===== src/rtl/unidade_busca.sv =====
// Instruction-fetch front end: drives the fetch PC into the instruction ROM,
// queues {pc, word} pairs for decode and handles branch redirects from execute.
module unidade_busca #(
  parameter int PROF    = 2,
  parameter int TAM_MEM = 64
) (
  input  logic        clock,
  input  logic        reset_n,
  output logic [63:0] pc_mem,
  input  logic [31:0] instrucao_mem,
  output logic [31:0] instr_saida,
  output logic [63:0] pc_saida,
  output logic        valido,
  input  logic        pronto,
  input  logic        desvio,
  input  logic [63:0] alvo,
  output logic        parado
);

  localparam int            PW     = (PROF > 1) ? $clog2(PROF) : 1;
  localparam logic [PW:0]   PROF_C = (PW + 1)'(PROF);
  localparam logic [63:0]   LIMITE = 64'(TAM_MEM);

  typedef enum logic {BUSCANDO, FIM} estado_t;

  estado_t       estado, estado_prox;
  logic [63:0]   pc_busca, pc_prox, pc_inc;
  logic [PW:0]   conta, conta_prox;
  logic [PW-1:0] ptr_le, ptr_esc;
  logic          pop, push;

  logic [31:0]   fila_instr [PROF];
  logic [63:0]   fila_pc    [PROF];

  assign pc_mem      = pc_busca;
  assign valido      = (conta != '0);
  assign instr_saida = valido ? fila_instr[ptr_le] : '0;
  assign pc_saida    = valido ? fila_pc[ptr_le]    : '0;

  // NOTE: every always_comb output gets a default first, so no path leaves a
  // signal unassigned and no latch is inferred; blocking '=' is correct here.
  always_comb begin
    pc_inc      = pc_busca + 64'd1;
    pop         = valido && pronto;
    push        = (estado == BUSCANDO) && !desvio && ((conta < PROF_C) || pop);
    estado_prox = estado;
    pc_prox     = pc_busca;
    conta_prox  = conta;
    if (desvio) begin
      // Redirect wins over push; a same-cycle pop is simply absorbed by the flush.
      estado_prox = (alvo < LIMITE) ? BUSCANDO : FIM;
      pc_prox     = alvo;
      conta_prox  = '0;
    end else begin
      if (push) pc_prox = pc_inc;
      conta_prox = conta + (PW + 1)'(push) - (PW + 1)'(pop);
      if (estado == BUSCANDO && ((push && pc_inc >= LIMITE) || pc_busca >= LIMITE))
        estado_prox = FIM;
    end
  end

  // NOTE: sequential state uses non-blocking '<=' so every register samples
  // the pre-edge values, independent of statement order.
  always_ff @(posedge clock or negedge reset_n) begin
    if (!reset_n) begin
      estado   <= BUSCANDO;
      pc_busca <= '0;
      conta    <= '0;
      parado   <= 1'b0;
    end else begin
      estado   <= estado_prox;
      pc_busca <= pc_prox;
      conta    <= conta_prox;
      parado   <= (estado_prox == FIM) && (conta_prox == '0);
    end
  end

  always_ff @(posedge clock or negedge reset_n) begin
    if (!reset_n) begin
      ptr_le  <= '0;
      ptr_esc <= '0;
    end else if (desvio) begin
      ptr_le  <= '0;
      ptr_esc <= '0;
    end else begin
      if (pop)  ptr_le  <= ptr_le + 1'b1;
      if (push) ptr_esc <= ptr_esc + 1'b1;
    end
  end

  // NOTE: the queue storage is cleared on reset too; it is only a few entries
  // and it guarantees nothing from before reset can ever reach decode.
  always_ff @(posedge clock or negedge reset_n) begin
    if (!reset_n) begin
      for (int i = 0; i < PROF; i++) begin
        fila_instr[i] <= '0;
        fila_pc[i]    <= '0;
      end
    end else if (push) begin
      fila_instr[ptr_esc] <= instrucao_mem;
      fila_pc[ptr_esc]    <= pc_busca;
    end
  end

endmodule

===== config.mk =====
export PLATFORM = sky130hd
export DESIGN_NAME = unidade_busca
export DESIGN_NICKNAME = d
export VERILOG_FILES = /design/src/rtl/unidade_busca.sv
export SDC_FILE = /design/constraint.sdc
export NUM_CORES = 1
export LEC_CHECK = 0
export ABC_CLOCK_PERIOD_IN_PS = 3600
export CELL_PAD_IN_SITES_DETAIL_PLACEMENT = 1
export CELL_PAD_IN_SITES_GLOBAL_PLACEMENT = 1
export CORE_ASPECT_RATIO = 1.1
export CORE_MARGIN = 3
export CORE_UTILIZATION = 40
export CTS_BUF_LIST = sky130_fd_sc_hd__clkbuf_4 sky130_fd_sc_hd__clkbuf_8 sky130_fd_sc_hd__clkbuf_16
export DETAILED_ROUTE_END_ITERATION = 8
export HOLD_SLACK_MARGIN = 0.1
export PLACE_DENSITY = 0.8
export SETUP_SLACK_MARGIN = 0.1
export SLEW_MARGIN = 5
export SYNTH_ARGS = -nofsm -noshare
export SYNTH_HDL_FRONTEND = slang
export SYNTH_SLANG_ARGS = --single-unit
export TNS_END_PERCENT = 100

===== constraint.sdc =====
create_clock -name clock -period 3.6 [get_ports clock]
set_clock_uncertainty 0.1 [all_clocks]
set_input_delay 0.72 -clock clock [delete_from_list [all_inputs] [get_ports clock]]
set_output_delay 0.72 -clock clock [all_outputs]
set_load 0.02 [all_outputs]

# Word-level counts from Yosys, hierarchy flattened
# Index checks and enable logic that the tools add are counted.
[totals]
regBits = 262
latch_bits = 0
ramBits = 0
romBits = 0
in_bits = 100
out_inout_bits = 162
wordCells = 63
n_memories = 0
[classes]
addsub = 5
n_mul = 0
n_div = 0
order_cmp = 7
eq_ne = 0
shifts = 0
muxes = 24
bitwise = 3
reduce_logical = 14
[op_table]
columns = ["cell", "n"]
rows = [
  ["2-to-1 mux 64 bit", 7],
  ["2-to-1 mux 32 bit", 5],
  ["bitwise mux 128 bit", 1],
  [">= comparator 64 x 7 -> 1 bit (second input constant)", 2],
  ["adder 64 x 1 -> 64 bit (second input constant)", 1],
  ["bitwise mux 64 bit", 1],
  ["demux 64 bit (select 1 bit)", 1],
  ["less-than comparator 64 x 7 -> 1 bit (second input constant)", 1],
  ["demux 32 bit (select 1 bit)", 1],
  ["logical AND 1 bit", 7],
  ["2-to-1 mux 1 bit", 7],
  ["nonzero test 2 bit", 3],
  [">= comparator 2 bit (second input constant)", 2],
  ["inverter 1 -> 2 bit", 2],
  ["adder 1 bit (second input constant)", 2],
  ["adder 2 x 1 -> 2 bit", 1],
  ["zero test 2 bit", 1],
  ["logical OR 1 bit", 2],
  ["less-than comparator 2 x 1 -> 1 bit (second input constant)", 1],
  ["less-than comparator 2 bit (second input constant)", 1],
  ["2-to-1 mux 2 bit", 1],
  ["subtractor 2 x 1 -> 2 bit", 1],
  ["zero test 1 bit", 1],
  ["inverter 1 bit", 1],
]

# Longest topological paths before layout
[logic_depth]
depth_word = 10
mapped_depth = 9
ltp_nobuf = 9

# Worst setup path before layout
# Ideal clock, no wire load.
[synth_timing]
path_type = "input port to flip-flop"
start = "in desvio"
end = "reg fila_instr[32] (netlist bit)"
setup_time_ns = 0.125
t_arrival_ns = 2.476
path_slack_ns = 0.899
cell_stages = 7
path_cell_list = "clkbuf_1 -> nor3_1 -> inv_1 -> nor2_1 -> buf_2 -> buf_2 -> mux2_2"
[synth_between]
elab_chain_cells = 3
[synth_rtl]
columns = ["item", "line_no", "source"]
rows = [
  ["start: declaration", "15", "input logic desvio,"],
  ["zero test 1 bit", "45", "push = (estado == BUSCANDO) && !desvio && ((conta < PROF_C) || pop);"],
  ["logical AND 1 bit (2 in series)", "45", ""],
  ["end signal: indexed assignment", "100", "fila_instr[ptr_esc] <= instrucao_mem;"],
  ["end: declaration", "32", "logic [31:0] fila_instr [PROF];"],
]
# No other way between the ends.
# A chain may end at the register's enable or synchronous reset.

# Final worst setup path
[layout_timing]
start = "reg ptr_le"
end = "out pc_saida[34]"
[layout_between]
elab_chain_cells = 5
[layout_rtl]
columns = ["item", "line_no", "source"]
rows = [
  ["start: declaration", "29", "logic [PW-1:0] ptr_le, ptr_esc;"],
  ["start signal: assignment", "86", "if (pop) ptr_le <= ptr_le + 1'b1;"],
  ["inverter 1 -> 2 bit (implied by the code)", "38", "assign pc_saida = valido ? fila_pc[ptr_le] : '0;"],
  ["2-to-1 mux 64 bit (implied by the code) (3 in series)", "38", ""],
  ["2-to-1 mux 64 bit", "38", ""],
  ["end: declaration", "12", "output logic [63:0] pc_saida,"],
]
# No other way between the ends. The select of a mux whose other input is x is not followed.

==> impl_metrics.csv <==
group,metric,value,unit
final_layout,final_common_cell,"dfrtp_1",
clock_network,clock_latency,0.55,ns
grt,grt_overflow_total,0,
clock_network,cts_tree,"yes",
grt,grt_pass1_vias,11500,
placed_design,port_buffers,261,
clock_network,htreeDepth,1,
final_layout,fin_nets,1533,
sta,layout_min_cycle_time,3.27,ns
routing,num_vias,10700,
hold_path,hold_start,"fila_pc[62]$_DFFE_PN0P_",
die,core,0.0317,mm²
placed_design,gp_congestion,0.873,
routing,dr.pass1.iters,5,
final_layout,syn_to_final_growth,31.9,%
sta,hold_viol,0,
routing,post-route-drc-count,0,
yosys,synthesis.area,0.0130,mm²
final_layout,layout-drive-gt1-share,19.6,%
die,initial_core_util,40.9,%
clock_network,cts_buffer_depth,3,
worst_setup_path,crit_fanout,24,
placed_design,post-dp-hpwl,29.6,mm
run,max_cap_viol_count,0,
sta,worstMarginPinSlew,0.808,ns
worst_setup_path,cp.arrival,2.45,ns
yosys,synth_top_cell_by_area,"dfrtp_1",
die,row_count,68,
power,peakVddDrop,0.357,mV
yosys,synth_nets,1293,
sta,relSlewSlack,45.7,%
yosys,syn_inst,1189,
worst_setup_path,startpoint,"ptr_le$_DFFE_PN0P_",
power,power_frac_comb,19.7,%
routing,wl,41.8,mm
die,die_w,178,µm
sta,fmax,306,MHz
yosys,synth_cell_types,46,
power,leakage,7.06,nW
clock_network,cts_root_buffer,"clkbuf_16",
yosys,yosysTopAreaCellShare,50.5,%
yosys,ys.flop_type,"dfrtp_1",
power,swShare,30.2,%
sta,finalSetupViolations,0,
power,power_frac_seq,42.6,%
hold_path,hold_class,"register to register",
yosys,synth-edff-count,0,
routing,viasPerCell,5.70,
final_layout,fill_cells,3368,
clock_network,cts_buffers,29,
sta,rsz0062_at_grt,"no",
power,p_per_area,449,mW/mm²
worst_setup_path,crit_path_start_kind,"register",
yosys,async_reset_ff_share,100,%
worst_setup_path,cp_data_required_time,2.78,ns
status,status,"complete, no violations",
final_layout,antennaDiodeCount,0,
worst_setup_path,timing.rr.start,"pc_mem[37]$_DFFE_PN0P_",
yosys,ys_seq_area_share,50.5,%
die,chipHeight,195,µm
grt,grt_usage,23.7,%
power,p_sw,2.33,mW
grt,antenna_found_initial,2,
sta,drv_slew,0,
worst_setup_path,crit_type,"register to primary output",
sta,post-route-period-util,90.7,%
grt,grt_max_degree,79,
power,p_clk_share,37.6,%
power,p_total,7.69,mW
yosys,ys_warn_count,0,
clock_network,cts.clk_slew.worst_paths,0.06,ns
yosys,avgSynthCellArea,10.9,µm²
sta,setup_tns,0,ns
routing,avgRoutedWirePerCell,22.3,µm
routing,drtIter0Drc,493,
yosys,synth.top_cells.by_area,"dfrtp_1, mux2_2, mux2i_1, nor2_1, nand2_1",
power,internal_power,5.36,mW
clock_network,clock_sinks,262,
final_layout,layout_common_cells,"dfrtp_1, clkdlybuf4s50_1, mux2_2",
yosys,ys_seq_elements,262,
die,die-area,0.0347,mm²
die,num_io_pins,262,
routing,drtAntennaViolNets,0,
grt,grt_pass1_wl,65.4,mm
worst_setup_path,end_kind,"primary output",
## cell usage after synthesis, types with 2 or more instances
cell      instances
a211o_1           2
a21oi_1           2
a31oi_1          10
and2_1            8
and3_1            7
and4_1            9
buf_1            16
buf_2            11
clkbuf_1         56
dfrtp_1         262
ha_1              4
inv_1            15
mux2_2          182
mux2i_1          98
nand2_1          88
nand3_1          39
nand4_1          45
nor2_1          125
nor2b_1           3
nor3_1           11
nor4_1           45
o211ai_1         19
o21ai_0          47
o311ai_0         10
o31ai_1           3
or2_2             4
or3_1            12
or4_1             8
xnor2_1          16
xor2_1           16
## through the flow
| stage | utilization (%) | cell area, µm² | hold WS (ns) | std cells | setup WS (ns) |
|---|---|---|---|---|---|
| floorplan | - | 13000 | 0.324 | 1189 | 0.899 |
| global placement | 51.0 | 16200 | 0.362 | 1816 | 0.516 |
| detailed placement | 51.0 | 16200 | 0.382 | 1816 | 0.495 |
| CTS | 54.0 | 17100 | 0.396 | 1871 | 0.279 |
| global route | 54.0 | 17100 | 0.417 | 1871 | 0.219 |
| finish | 54.0 | 17100 | 0.386 | 1871 | 0.333 |
## metal layers
layer	GRT usage, %	up-vias	share of wire (%)
li1	-	4778	-
met1	30.9	5436	42
met2	40.0	358	49
met3	4.40	90	6.0
met4	7.36	4	3.1
met5	0	-	0.062
## sequential cells by signal, summed over array words and instances (netlist names)
signal / cells
pc_mem: 64
estado: 1
parado: 1
fila_instr: 64
ptr_le: 1
conta: 2
fila_pc: 128
ptr_esc: 1
## logic make-up (layout without fill, tap and decap cells)
family	Yosys count	count (layout)	share of synthesized area, %
mux	280	280	23.3
xor+xnor	32	32	2.16
fa+ha+maj	4	4	0.385
compound gates	98	98	4.80
buf+inv	100	362	3.05
flops	262	262	50.5
simple gates	413	413	15.8
## what timing repair did
item | CTS | global route
setup buffers | 1 | 0
hold buffers | 1 | 0
resized for setup | 0 | 0
hold endpoints to repair | 67 | 0
setup endpoints to repair | 6 | 0
## worst paths after layout
kind	endpoint	slack [ns]	cells past startpoint
worst max-delay path	pc_saida[34]	0.33	4
worst min-delay path	fila_pc[62]$_DFFE_PN0P_	0.39	2
worst max register to register	pc_mem[58]$_DFFE_PN0P_	0.64	5
worst min register to register	fila_pc[62]$_DFFE_PN0P_	0.39	2
max in group asynchronous	fila_pc[26]$_DFFE_PN0P_	1.92	3
min in group asynchronous	fila_instr[17]$_DFFE_PN0P_	0.62	2
## power groups by stage
stage | combinational, mW | clock, mW | sequential [mW]
final | 1.52 | 2.89 | 3.28
after global routing | 1.63 | 3.10 | 3.30
after detailed placement | 1.49 | 0 | 3.35
after floorplan | 0.776 | 0 | 3.26
after global placement | 1.46 | 0 | 3.34
after CTS | 1.54 | 2.97 | 3.28
## cell type report
class                           count  area, µm²  area share (%)
Sequential cell                   262       6560            38.3
Multi-Input combinational cell    827       6060            35.4
Timing Repair Buffer              293       2990            17.5
Clock buffer                       38        825            4.81
Tap cell                          420        526            3.07
Clock inverter                     15        113           0.657
Inverter                           16       60.1           0.350
## critical path, cell delays in order, from the launching register on
cell,delay (ns)
dfrtp_4,0.70
buf_12,0.28
mux2i_1,0.13
nor2_1,0.14
clkdlybuf4s50_1,0.63
(Power assumes the default switching activity.)
